## config.mk

```make
export PLATFORM = sky130hd
export DESIGN_NAME = ac1_reader
export DESIGN_NICKNAME = d
export VERILOG_FILES = /design/src/rtl/smac_pkg.sv /design/src/rtl/ac1_fifo.sv /design/src/rtl/ac1_reader.sv
export SDC_FILE = /design/constraint.sdc
export NUM_CORES = 1
export LEC_CHECK = 0
export CORE_MARGIN = 2
export CORE_UTILIZATION = 30
export CTS_BUF_LIST = sky130_fd_sc_hd__clkbuf_8 sky130_fd_sc_hd__clkbuf_16
export DETAILED_ROUTE_END_ITERATION = 10
export DONT_BUFFER_PORTS = 1
export HOLD_SLACK_MARGIN = 0.02
export MAX_ROUTING_LAYER = met4
export SYNTH_ARGS = -nofsm -noshare
export SYNTH_HDL_FRONTEND = slang
export SYNTH_SLANG_ARGS = --single-unit
```

## constraint.sdc

```tcl
create_clock -name clk -period 2.2 [get_ports clk]
set_input_delay 0.66 -clock clk [delete_from_list [all_inputs] [get_ports clk]]
set_output_delay 0.66 -clock clk [all_outputs]
set_load 0.01 [all_outputs]
```

## src/rtl/smac_pkg.sv

```systemverilog
// Shared definitions for the AC1 result path.
//   ac_width(m)  : bit width needed to hold an accumulator sum of 0..m.
//   row_state_t  : row-tracking states of the AC1 reader.
//   ac1_entry_t  : buffered result layout {data, last} for the default M=16.
package smac_pkg;

    function automatic int ac_width(input int m);
        return $clog2(m) + 1;
    endfunction

    typedef enum logic {
        ROW_MID = 1'b0,
        ROW_END = 1'b1
    } row_state_t;

    // The reader declares the same layout with its own AW, so that a
    // non-default M still works; this one matches the default build.
    typedef struct packed {
        logic [ac_width(16)-1:0] data;
        logic                    last;
    } ac1_entry_t;

endpackage

```

## src/rtl/ac1_fifo.sv

```systemverilog
// Generic synchronous FIFO, DEPTH entries of W bits, wrap-around pointers.
//   clk, rst_n : clock, asynchronous active-low reset
//   push/wdata : write wdata at the tail (caller guarantees space or a same-cycle pop)
//   pop        : drop the head (caller guarantees non-empty)
//   rdata      : head entry, always read straight from storage
//   full/empty : occupancy flags, derived from the registered count
module ac1_fifo #(
    parameter int DEPTH = 4,
    parameter int W     = 6
) (
    input  logic         clk,
    input  logic         rst_n,
    input  logic         push,
    input  logic [W-1:0] wdata,
    input  logic         pop,
    output logic [W-1:0] rdata,
    output logic         full,
    output logic         empty
);

    localparam int PW = $clog2(DEPTH);

    logic [W-1:0]  mem [DEPTH];
    logic [PW-1:0] wptr;
    logic [PW-1:0] rptr;
    logic [PW:0]   count;

    // Storage is not reset: its content is only observed while count > 0.
    always_ff @(posedge clk) begin
        if (push) begin
            mem[wptr] <= wdata;
        end
    end

    // DEPTH is a power of two, so the pointers wrap by natural overflow.
    always_ff @(posedge clk or negedge rst_n) begin
        if (!rst_n) begin
            wptr  <= '0;
            rptr  <= '0;
            count <= '0;
        end else begin
            if (push) wptr <= wptr + 1'b1;
            if (pop)  rptr <= rptr + 1'b1;
            case ({push, pop})
                2'b10:   count <= count + 1'b1;
                2'b01:   count <= count - 1'b1;
                default: count <= count;
            endcase
        end
    end

    assign rdata = mem[rptr];
    assign full  = (count == (PW+1)'(DEPTH));
    assign empty = (count == '0);

endmodule

```

## src/rtl/ac1_reader.sv

```systemverilog
// Reader end of the AC1 result path.
// Captures each final AC1 sum on acc_done, clears AC1 with a registered
// acc_clr pulse, buffers results in a FIFO, tags the last result of each
// row and streams results downstream.
//   clk, rst_n          : clock, asynchronous active-low reset
//   acc_in, acc_done    : final AC1 sum and its one-cycle qualifier
//   acc_clr             : one-cycle pulse in the cycle after a captured sum
//   acc_stall           : buffer full, AC1 controller must hold
//   out_data/out_last   : head result and its end-of-row tag
//   out_valid/out_ready : downstream handshake
//   ovf_err             : sticky, a sum arrived with no room and was dropped
//
// Handshake: a result transfers on any rising edge where out_valid and
// out_ready are both 1; while out_valid=1 and out_ready=0, out_data and
// out_last hold. out_valid never depends on out_ready.
module ac1_reader
    import smac_pkg::*;
#(
    parameter int M     = 16,
    parameter int DEPTH = 4,
    parameter int N_ROW = 8,
    parameter int AW    = ac_width(M)
) (
    input  logic          clk,
    input  logic          rst_n,
    input  logic [AW-1:0] acc_in,
    input  logic          acc_done,
    output logic          acc_clr,
    output logic          acc_stall,
    output logic [AW-1:0] out_data,
    output logic          out_valid,
    input  logic          out_ready,
    output logic          out_last,
    output logic          ovf_err
);

    localparam int            RW       = (N_ROW > 1) ? $clog2(N_ROW) : 1;
    localparam logic [RW-1:0] LAST_POS = RW'(N_ROW - 1);
    localparam row_state_t    ROW_INIT = (N_ROW == 1) ? ROW_END : ROW_MID;

    typedef struct packed {
        logic [AW-1:0] data;
        logic          last;
    } entry_t;

    entry_t     wr_entry;
    entry_t     rd_entry;
    logic       fifo_full;
    logic       fifo_empty;
    logic       push;
    logic       pop;
    logic       drop;
    logic [RW-1:0] row_cnt;
    row_state_t    row_state;

    // A full buffer still accepts a sum when the head leaves in the same cycle.
    assign pop  = !fifo_empty && out_ready;
    assign push = acc_done && (!fifo_full || pop);
    assign drop = acc_done && fifo_full && !pop;

    assign wr_entry.data = acc_in;
    assign wr_entry.last = (row_state == ROW_END);

    ac1_fifo #(
        .DEPTH (DEPTH),
        .W     ($bits(entry_t))
    ) u_fifo (
        .clk   (clk),
        .rst_n (rst_n),
        .push  (push),
        .wdata (wr_entry),
        .pop   (pop),
        .rdata (rd_entry),
        .full  (fifo_full),
        .empty (fifo_empty)
    );

    // Row tracking, clear pulse and overflow flag. Dropped sums leave the
    // row position untouched and raise no acc_clr.
    always_ff @(posedge clk or negedge rst_n) begin
        if (!rst_n) begin
            row_cnt   <= '0;
            row_state <= ROW_INIT;
            acc_clr   <= 1'b0;
            ovf_err   <= 1'b0;
        end else begin
            acc_clr <= push;
            if (drop) begin
                ovf_err <= 1'b1;
            end
            if (push) begin
                if (row_state == ROW_END) begin
                    row_cnt   <= '0;
                    row_state <= ROW_INIT;
                end else begin
                    row_cnt   <= row_cnt + 1'b1;
                    row_state <= (RW'(row_cnt + 1'b1) == LAST_POS) ? ROW_END : ROW_MID;
                end
            end
        end
    end

    assign out_valid = !fifo_empty;
    assign acc_stall = fifo_full;
    assign out_data  = rd_entry.data;
    assign out_last  = rd_entry.last;

endmodule

```

==> flow_summary.ini, run 1 <==
[place]
port_buffers = 0
gp_congestion = 0.743
placed_area_mm2 = 0.00175
dp.cells = 179
hpwl_mm = 2.08

[synthesis]
synth_top_area_frac = 0.434
ys_types = 36
ys_seq_elements = 37
synth_top_family_by_area = multiplexers
ys_top_cells_by_area = edfxtp_1 43%, dfrtp_1 20%, mux4_2 8.1%
syn_area_per_cell_um2 = 15.0
synth_nets = 127
synthTopCellsByCount = 24 x edfxtp_1, 13 x dfrtp_1, 9 x inv_1
synth_top_flop_cell = edfxtp_1
synth-xor-area-share = 0.0211
synth_cells = 111
synth_edf_count = 24
synth-simple-area-share = 0.0926
synthArstFlopShare = 0.351
ys_seq_area_frac = 0.630
netlist_area_mm2 = 0.00166
synth_warnings = 0
synth.most_common_cell = edfxtp_1
synthAdderAreaFrac = 0.0572
muxShareOfSynthArea = 0.0994
synth_area_leader_cell = edfxtp_1
synth_compound_area_frac = 0.0610

[run_status]
outcome = finished, final reports clean

[cts]
htreeDepth = 2
clock-root-buffer = clkbuf_8
clk_latency_ns = 0.29
cts_buffers = 5
cts_buffer_depth = 2
clk_pin_slew_ns = 0.07
cts_tree = done
cts.sinks = 37
cts_hold_buf = 0

[global_routing]
antenna_found_initial = 0
grt_pass1_wl_mm = 4.82
grt.total_usage = 0.109
grt-ovfl-total = 0
grt_max_degree = 19
grt_pass1_vias = 941

[setup_path]
critical_path.startpoint = u_fifo.rptr[0]$_DFFE_PN0N_
slowest_delay_ns = 0.59
reg2reg_from = u_fifo.count[1]$_DFFE_PN0P_
required_ns = 1.54
rr_worst_depth = 6
cp-endpoint = out_data[2]
path_cells = mux4_2
critPathLaunchType = flop
crit_buf_inv = 0
reg2reg_to = u_fifo.count[1]$_DFFE_PN0P_
cp_max_fo = 7
worstSetupPathType = reg2out
cp_top_family = multiplexers
end_kind = output pin
rrSetupSlack_ns = 0.24
critPathArrivalTime_ns = 1.39
crit_cells = 1
slowest_stage = mux4_2

[die]
initial_utilization = 0.305
die_h_um = 78.4
rows = 27
boundaryPins = 19
core_mm2 = 0.00544
die_area_mm2 = 0.00615
die_w_um = 78.4

[timing]
setup-violations-final = 0
finalHoldViolations = 0
fmax_ghz = 0.487
worst_pin_slew_ns = 0.360
rsz0062_at_grt = false
skew_ns = 0.00828
min_period_ns = 2.05
slew_headroom = 0.760
drv_slew = 0
finalCritPeriodShare = 0.933

[detailed_routing]
wl_met3_um = 232
wl_mm = 2.97
dr.pass1.iters = 4
vias_per_cell = 4.74
antenna_left = 0
vias = 886
wl_met1_mm = 1.25
top_layer_used = met4
wl_per_cell_um = 15.9
drt-initial-drc-count = 18
met2WireLength_mm = 1.45
drc_errors = 0

[layout]
final_util = 0.342
fin_area_mm2 = 0.00186
layout.nets = 130
num-fill-cells = 544
regArea_mm2 = 0.00105
multi_input_area_um2 = 566
n_antenna_cell = 0
drive_above_1_share = 0.209
syn_to_final_growth_pct = 11.9
instances_no_fill = 187

[pwr]
p_per_area_mw_per_mm2 = 1330
vdd_drop_max_uv = 534
p_leak_nw = 0.724
power_mw = 2.48

[job]
maxCapViolations = 0

[min_path]
hp-class = in2async
metal layers:
layer  up-vias  track usage
li1        411            -
met1       444        0.126
met2        26        0.166
met3         5       0.0563
met4         0       0.0368
met5         -            -
logic make-up after synthesis:
family          count (synthesis)
compound gates                 14
xor+xnor                        4
fa+ha+maj                       7
buf+inv                        15
flops                          37
mux                             8
simple gates                   26
where the power goes:
group	internal (mW)	switching [mW]	leakage, nW	total [mW]
registers	0.960	0.184	0.373	1.14
clock network	0.332	0.233	0.0593	0.565
logic	0.398	0.375	0.292	0.773
total	1.69	0.793	0.724	2.48
stage by stage:
stage	setup TNS [ns]	hold slack [ns]	worst slack (ns)
after global placement	0	0.365	0.114
after CTS	0	0.0533	0.118
final	0	0.0614	0.148
after detailed placement	0	0.365	0.0932
after floorplan	-0.0141	0.364	-0.0141
after global routing	0	0.0388	0.0840
sequential cells by signal (all words and copies together) (netlist names):
signal,flops
acc_clr,1
ovf_err,1
row_cnt,3
row_state,1
u_fifo.count,3
u_fifo.mem,24
u_fifo.rptr,2
u_fifo.wptr,2
what timing repair did:
item / in CTS / in global routing
setup endpoints to repair: 6 / 0
setup buffers: 0 / 0
hold endpoints to repair: 0 / 0
gates resized for setup: 1 / 0
how the worst min path moves through the flow:
stage / startpoint / endpoint
after floorplan: rst_n / acc_clr$_DFF_PN0_
after global placement: rst_n / row_state$_DFFE_PN0P_
after detailed placement: rst_n / row_cnt[1]$_DFFE_PN0P_
after CTS: rst_n / u_fifo.rptr[0]$_DFFE_PN0N_
after global routing: rst_n / row_cnt[2]$_DFFE_PN0P_
final: rst_n / u_fifo.rptr[0]$_DFFE_PN0N_
area by class of cell:
type                       instances  share of cell area
clock inverter                     3              0.0209
tap                               72              0.0485
sequential                        37               0.563
clock buffer                       5              0.0370
multi-input combinational         59               0.304
inverter                           9              0.0182
timing repair buffer               2             0.00808
placed cells by master (no fill, tap or decap), types with 2 or more instances in the layout:
cell type,count
and3_1,5
xnor2_1,3
edfxtp_1,24
nor2b_1,3
inv_1,10
nand2b_1,2
mux2_4,2
nand2_1,2
mux4_2,6
buf_4,2
clkbuf_8,5
nor2_1,3
dfrtp_1,12
ha_1,6
o21ai_0,4
nand3_1,3
No activity file was read; power rests on OpenSTA's default activity.
==> inputs of run 2 (changes only) <==
- SLEW_MARGIN: not set -> 20
- TNS_END_PERCENT: not set -> 30
==> results of run 2 <==
The final DEF is identical to that of run 1; final timing and power are the same.
